**config.mk**
```make
export PLATFORM = sky130hd
export DESIGN_NAME = conv_window_sched
export DESIGN_NICKNAME = d
export VERILOG_FILES = /design/src/rtl/conv_sched_pkg.sv /design/src/rtl/conv_window_addr_gen.sv /design/src/rtl/conv_window_sched.sv
export SDC_FILE = /design/constraint.sdc
export NUM_CORES = 1
export LEC_CHECK = 0
export ABC_AREA = 0
export BUFFER_PORTS_ARGS = -buffer_cell sky130_fd_sc_hd__buf_2
export CAP_MARGIN = 20
export CORE_ASPECT_RATIO = 0.6
export CORE_MARGIN = 3
export CORE_UTILIZATION = 50
export DETAILED_ROUTE_END_ITERATION = 7
export PLACE_DENSITY_LB_ADDON = 0.2
export SLEW_MARGIN = 20
export SYNTH_ARGS = -nofsm -noshare
export SYNTH_HDL_FRONTEND = slang
export SYNTH_SLANG_ARGS = --single-unit
```
**constraint.sdc**
```tcl
create_clock -name i_clk -period 3.9 [get_ports i_clk]
set_input_delay 0.78 -clock i_clk [delete_from_list [all_inputs] [get_ports i_clk]]
set_output_delay 0.78 -clock i_clk [all_outputs]
set_load 0.05 [all_outputs]
```
**src/rtl/conv_sched_pkg.sv**
```systemverilog
// Shared types and parameter-derived sizing helpers for the convolution window scheduler.
package conv_sched_pkg;

   typedef enum logic [1:0] {
      IDLE  = 2'd0,
      ISSUE = 2'd1,
      DRAIN = 2'd2,
      DONE  = 2'd3
   } state_t;

   function automatic int out_dim(input int img, input int k);
      return img - k + 1;
   endfunction

   // A one-entry space still needs a 1-bit address.
   function automatic int addr_w(input int depth);
      return (depth > 1) ? $clog2(depth) : 1;
   endfunction

endpackage

```
**src/rtl/conv_window_addr_gen.sv**
```systemverilog
// Nested kc/kr/col/row walk over every output window and its kernel taps,
// with the weight and feature-map addresses derived from the current position.
module conv_window_addr_gen
   import conv_sched_pkg::*;
#(
   parameter int   KERNEL_SIZE = 5,
   parameter int   IMG_W       = 28,
   parameter int   IMG_H       = 28,
   localparam int  OUT_W       = out_dim(IMG_W, KERNEL_SIZE),
   localparam int  OUT_H       = out_dim(IMG_H, KERNEL_SIZE),
   localparam int  DA_W        = addr_w(IMG_W * IMG_H),
   localparam int  WA_W        = addr_w(KERNEL_SIZE * KERNEL_SIZE)
) (
   input  logic            i_clk,
   input  logic            i_rst,
   input  logic            i_clear,
   input  logic            i_advance,
   output logic [WA_W-1:0] o_weight_addr,
   output logic [DA_W-1:0] o_data_addr,
   output logic            o_last_tap
);

   localparam int KC_W  = addr_w(KERNEL_SIZE);
   localparam int COL_W = addr_w(OUT_W);
   localparam int ROW_W = addr_w(OUT_H);

   logic [KC_W-1:0]  r_kc;
   logic [KC_W-1:0]  r_kr;
   logic [COL_W-1:0] r_col;
   logic [ROW_W-1:0] r_row;
   logic             w_kc_last;
   logic             w_kr_last;
   logic             w_col_last;
   logic             w_row_last;

   assign w_kc_last  = (r_kc  == KC_W'(KERNEL_SIZE - 1));
   assign w_kr_last  = (r_kr  == KC_W'(KERNEL_SIZE - 1));
   assign w_col_last = (r_col == COL_W'(OUT_W - 1));
   assign w_row_last = (r_row == ROW_W'(OUT_H - 1));

   // Nested counters: kc fastest, row slowest; all wrap to 0 after the final tap.
   always_ff @(posedge i_clk) begin
      if (i_rst || i_clear) begin
         r_kc  <= '0;
         r_kr  <= '0;
         r_col <= '0;
         r_row <= '0;
      end else if (i_advance) begin
         if (w_kc_last) begin
            r_kc <= '0;
            if (w_kr_last) begin
               r_kr <= '0;
               if (w_col_last) begin
                  r_col <= '0;
                  if (w_row_last) begin
                     r_row <= '0;
                  end else begin
                     r_row <= r_row + 1'b1;
                  end
               end else begin
                  r_col <= r_col + 1'b1;
               end
            end else begin
               r_kr <= r_kr + 1'b1;
            end
         end else begin
            r_kc <= r_kc + 1'b1;
         end
      end
   end

   assign o_weight_addr = WA_W'(32'(r_kr) * 32'(KERNEL_SIZE) + 32'(r_kc));
   assign o_data_addr   = DA_W'((32'(r_row) + 32'(r_kr)) * 32'(IMG_W) + 32'(r_col) + 32'(r_kc));
   assign o_last_tap    = w_kc_last & w_kr_last & w_col_last & w_row_last;

endmodule

```
**src/rtl/conv_window_sched.sv**
```systemverilog
// Layer-pass controller: issues every window's weight/data reads, aligns MAC
// valids with the one-cycle memory latency and writes each MAC result out.
module conv_window_sched
   import conv_sched_pkg::*;
#(
   parameter int   WIDTH       = 8,
   parameter int   KERNEL_SIZE = 5,
   parameter int   IMG_W       = 28,
   parameter int   IMG_H       = 28,
   localparam int  OUT_W       = out_dim(IMG_W, KERNEL_SIZE),
   localparam int  OUT_H       = out_dim(IMG_H, KERNEL_SIZE),
   localparam int  DA_W        = addr_w(IMG_W * IMG_H),
   localparam int  WA_W        = addr_w(KERNEL_SIZE * KERNEL_SIZE),
   localparam int  OA_W        = addr_w(OUT_W * OUT_H)
) (
   input  logic             i_clk,
   input  logic             i_rst,
   input  logic             i_start,
   input  logic             i_stall,
   output logic             o_busy,
   output logic             o_done,
   output logic             o_rd_en,
   output logic [WA_W-1:0]  o_weight_addr,
   output logic [DA_W-1:0]  o_data_addr,
   output logic             o_mu_weight_valid,
   output logic             o_mu_data_valid,
   output logic             o_mu_rst_n,
   input  logic             i_mu_result_valid,
   input  logic [WIDTH-1:0] i_mu_result,
   output logic             o_out_we,
   output logic [OA_W-1:0]  o_out_addr,
   output logic [WIDTH-1:0] o_out_data
);

   localparam logic [OA_W-1:0] LAST_OUT = OA_W'(OUT_W * OUT_H - 1);

   state_t          r_state;
   logic            r_busy;
   logic            r_done;
   logic            r_mu_valid;
   logic [OA_W-1:0] r_out_addr;
   logic            w_issue;
   logic            w_clear;
   logic            w_last_tap;
   logic            w_last_result;

   assign w_issue       = (r_state == ISSUE) && !i_stall;
   assign w_clear       = (r_state == IDLE) && i_start;
   assign w_last_result = i_mu_result_valid && (r_out_addr == LAST_OUT);

   conv_window_addr_gen #(
      .KERNEL_SIZE (KERNEL_SIZE),
      .IMG_W       (IMG_W),
      .IMG_H       (IMG_H)
   ) u_addr_gen (
      .i_clk         (i_clk),
      .i_rst         (i_rst),
      .i_clear       (w_clear),
      .i_advance     (w_issue),
      .o_weight_addr (o_weight_addr),
      .o_data_addr   (o_data_addr),
      .o_last_tap    (w_last_tap)
   );

   // Pass sequencing; busy/done are registered alongside the state.
   always_ff @(posedge i_clk) begin
      if (i_rst) begin
         r_state <= IDLE;
         r_busy  <= 1'b0;
         r_done  <= 1'b0;
      end else begin
         case (r_state)
            IDLE: begin
               r_done <= 1'b0;
               if (i_start) begin
                  r_state <= ISSUE;
                  r_busy  <= 1'b1;
               end
            end
            ISSUE: begin
               if (w_issue && w_last_tap) begin
                  r_state <= DRAIN;
               end
            end
            DRAIN: begin
               if (w_last_result) begin
                  r_state <= DONE;
                  r_busy  <= 1'b0;
                  r_done  <= 1'b1;
               end
            end
            DONE: begin
               r_state <= IDLE;
               r_done  <= 1'b0;
            end
            default: begin
               r_state <= IDLE;
               r_busy  <= 1'b0;
               r_done  <= 1'b0;
            end
         endcase
      end
   end

   // Read data lands one cycle after the strobe, so the MAC valid trails rd_en.
   always_ff @(posedge i_clk) begin
      if (i_rst) begin
         r_mu_valid <= 1'b0;
      end else begin
         r_mu_valid <= w_issue;
      end
   end

   // Result index follows the writes themselves, not the issue position.
   always_ff @(posedge i_clk) begin
      if (i_rst || w_clear) begin
         r_out_addr <= '0;
      end else if (i_mu_result_valid) begin
         r_out_addr <= w_last_result ? '0 : r_out_addr + 1'b1;
      end
   end

   assign o_busy            = r_busy;
   assign o_done            = r_done;
   assign o_rd_en           = w_issue;
   assign o_mu_weight_valid = r_mu_valid;
   assign o_mu_data_valid   = r_mu_valid;
   assign o_mu_rst_n        = ~i_rst;
   assign o_out_we          = i_mu_result_valid;
   assign o_out_addr        = r_out_addr;
   assign o_out_data        = i_mu_result;

endmodule

```
==> flow_summary.yaml <==
pwr:
  power_frac_comb: 0.287
  intPower_uw: 537
  switchingPower_uw: 301
  power_leakage_nw: 1.69
  p_clk_frac: 0.291
  seq_power_share: 0.422
  p_per_area_mw_per_mm2: 255
  switching_share: 0.359
  total_power_uw: 838
  irDropWorstVdd_v: 0.000267
final_layout:
  final-instance-count-excl-fill: 399
  area_delta_synth_final_pct: 33.2
  nets: 394
  layout-drive-gt1-share: 0.330
  n_antenna_cell: 0
  fillCellCount: 365
sta:
  skew_ns: 0.00537
  setup_slack_ns: -0.348
  hold_violations: 0
  fin_tns_setup_ns: -1.43
  drv_slew: 0
  setup_viol: 5
  fin_crit_sh: 1.09
  relSlewSlack: 0.490
  fin_hold_ws_ns: 0.460
  period_needed_ns: 4.25
  rsz0062_at_grt: "true"
  worst_slew_pin_slew_ns: 0.760
  clock.fmax_mhz: 235
setup_path:
  critPathMaxFanout: 4
  cpPeakStageDelay_ns: 0.49
  worstPathArrival_ns: 3.47
  ff2ff_path_depth: 6
  crit_path_end: "o_data_addr[9]"
  rrSetupSlack_ns: 1.63
  r2r_start: "u_addr_gen.r_row[0]"
  end_kind: "output pin"
  worstPathCellList: "buf_6 -> fa_2 -> xor2_4 -> fa_1 -> ha_2 -> fa_2 -> ha_4 -> nor2b_4 -> o2111ai_4 -> xnor2_4 -> buf_6"
  crit_start: "u_addr_gen.r_row[1]"
  timing.rr.end: "r_state[0]"
  cp-start-kind: "register"
  slowest_stage: "fa_1"
  worstPathRequired_ns: 3.12
  critical_path_class: "register to output pin"
detailed_routing:
  drt_iter0_drc: 132
  wire_per_inst_um: 13.7
  drc: 0
  antenna_left: 0
  totalWireLength_um: 5450
  vias: 2064
  viasPerCell: 5.17
  first_pass_iters: 4
global_routing:
  antenna_found_initial: 0
  grt_max_degree: 22
  grt_usage: 0.195
  grt_first_pass_wirelength_um: 9090
  overflow: 0
  grt_pass1_vias: 1932
clock_tree:
  ctsLongestPathBuffers: 2
  htreeDepth: 2
  insertion_delay_ns: 0.28
  clkSinkCount: 31
  cts_tree: "built"
  holdBufCountCts: 0
  cts_root_buf: "clkbuf_8"
  cts_inserted_buffers: 5
  clk_pin_slew_ns: 0.07
synthesis:
  synthCells: 278
  synth_area_per_cell_um2: 8.86
  async_reset_ff_frac: 0
  yosysMostFrequentCell: "ha_1"
  ys_seq_elements: 31
  syn_nets: 337
  synth_cell_type_count: 40
  synth_top_area_frac: 0.252
  synth_edf_count: 0
  ys_seq_area_frac: 0.252
  synthesis.area_mm2: 0.00246
  yosys.area.top_type: "dfxtp_1"
  ys_warn_count: 0
  netlist_top_cells_count: "ha_1, dfxtp_1, nor2_1, a21oi_1, nand2_1"
  synth_ff_type: "dfxtp_1"
  synth_area_leaders: "dfxtp_1, ha_1, fa_1, xnor2_1, xor2_1"
hold_path:
  hold_path_class: "register to register"
floorplanning:
  start_util: 0.529
  rows: 19
  coreArea_mm2: 0.00466
  die_h_um: 60.4
  die_area_mm2: 0.00583
  io_pins: 53
  die_w_um: 96.6
placed_design:
  port_buffers: 36
  dp_cells: 388
  gp_congestion: 0.765
  dp_hpwl_um: 4250
status:
  violations: "setup timing"
  status: "finished with violations"
job:
  drv_cap: 0
-- layer usage --
| layer | global-route usage | part of all wire | up-vias |
|---|---|---|---|
| met5 | 0 | 0 | - |
| met4 | 0.0440 | 0.0050 | 0 |
| met3 | 0.0379 | 0.067 | 4 |
| met2 | 0.294 | 0.40 | 51 |
| met1 | 0.291 | 0.53 | 943 |
| li1 | - | - | 1066 |
-- sequential cells by signal, summed over array words and instances, names as in the netlist --
name / flops
o_out_addr: 10
u_addr_gen.r_col: 5
u_addr_gen.r_row: 5
u_addr_gen.r_kc: 3
u_addr_gen.r_kr: 3
r_state: 2
o_busy: 1
o_done: 1
o_mu_data_valid: 1
-- metrics by stage --
stage	area, um^2	worst slack (ns)	utilization
after floorplan	2690	-0.237	-
after global placement	3050	-0.231	0.654
after detailed placement	3050	-0.278	0.654
after CTS	3250	-0.368	0.697
after global routing	3280	-0.478	0.704
final	3280	-0.348	0.704
-- cell usage in the layout (no fill, tap or decap), types with 2 or more instances in the layout --
| master | instances |
|---|---|
| buf_4 | 27 |
| o21ai_0 | 3 |
| xnor2_2 | 4 |
| nand2_2 | 2 |
| clkbuf_8 | 5 |
| buf_2 | 30 |
| xor2_4 | 2 |
| xnor2_1 | 9 |
| and4b_1 | 3 |
| buf_6 | 6 |
| ha_4 | 5 |
| xor2_2 | 3 |
| a21oi_2 | 4 |
| nand4b_1 | 2 |
| nand2b_1 | 2 |
| clkbuf_1 | 2 |
| a21oi_4 | 2 |
| nand4_1 | 4 |
| inv_1 | 17 |
| nand2_1 | 16 |
| nor2b_1 | 4 |
| xnor2_4 | 3 |
| mux2i_1 | 7 |
| and3_1 | 3 |
| nor2_1 | 30 |
| nor3_1 | 5 |
| fa_2 | 2 |
| nand3_1 | 9 |
| nand3b_1 | 2 |
| xor2_1 | 9 |
| ha_1 | 32 |
| dfxtp_2 | 4 |
| a21o_1 | 9 |
| fa_1 | 5 |
| dfxtp_1 | 27 |
| ha_2 | 2 |
| a21oi_1 | 12 |
-- power groups by stage --
stage                     registers, mW  clock network (mW)  logic, mW
after global placement            0.359                   0      0.232
after global routing              0.357               0.266      0.264
after detailed placement          0.360                   0      0.237
after CTS                         0.354               0.250      0.239
after floorplan                   0.384                   0      0.188
final                             0.354               0.244      0.240
-- what timing repair did --
item	in CTS	in global routing
resized for setup	24	5
hold endpoints to repair	0	0
endpoints found under the setup margin	6	6
setup buffers	2	1
cloned	0	0
pin swaps	6	3
-- how the worst min path moves through the flow --
| stage | from | to | slack [ns] | cells past startpoint |
|---|---|---|---|---|
| after global routing | o_done | o_done | 0.51 | 2 |
| after CTS | o_done | o_done | 0.46 | 2 |
| final | o_done | o_done | 0.46 | 2 |
| after detailed placement | o_done | o_done | 0.44 | 2 |
| after global placement | o_done | o_done | 0.45 | 2 |
| after floorplan | u_addr_gen.r_col[1] | u_addr_gen.r_col[1] | 0.47 | 2 |
-- cell type report --
class / instances / area (um^2) / share of cell area
multi-input cells: 216 / 2000 / 0.608
flip-flops and latches: 31 / 626 / 0.191
repair buffers: 64 / 435 / 0.133
well taps: 63 / 78.8 / 0.0240
clock buffers: 7 / 76.3 / 0.0233
inverters: 17 / 63.8 / 0.0195
clock inverters: 1 / 5.00 / 0.00153
-- worst max-delay path: cells and delay by family (launching register included) --
family | cells | cell delay, ns
AND/OR/NAND/NOR | 1 | 0.20
buffers and inverters | 2 | 0.29
XOR/XNOR | 2 | 0.34
adder cells (fa/ha/maj) | 5 | 1.85
AO/OA/AOI/OAI | 1 | 0.15
flip-flops | 1 | 0.34
-- kinds of logic after synthesis --
family	Yosys count	share of synthesized area
and+or+nand+nor	92	0.193
muxes	7	0.0284
buffers and inverters	31	0.0625
xor gates and xnor gates	30	0.107
AOI/OAI and AO/OA	41	0.103
DFF	31	0.252
adders and majority gates	46	0.255
Power figures use the tool's default switching activity.
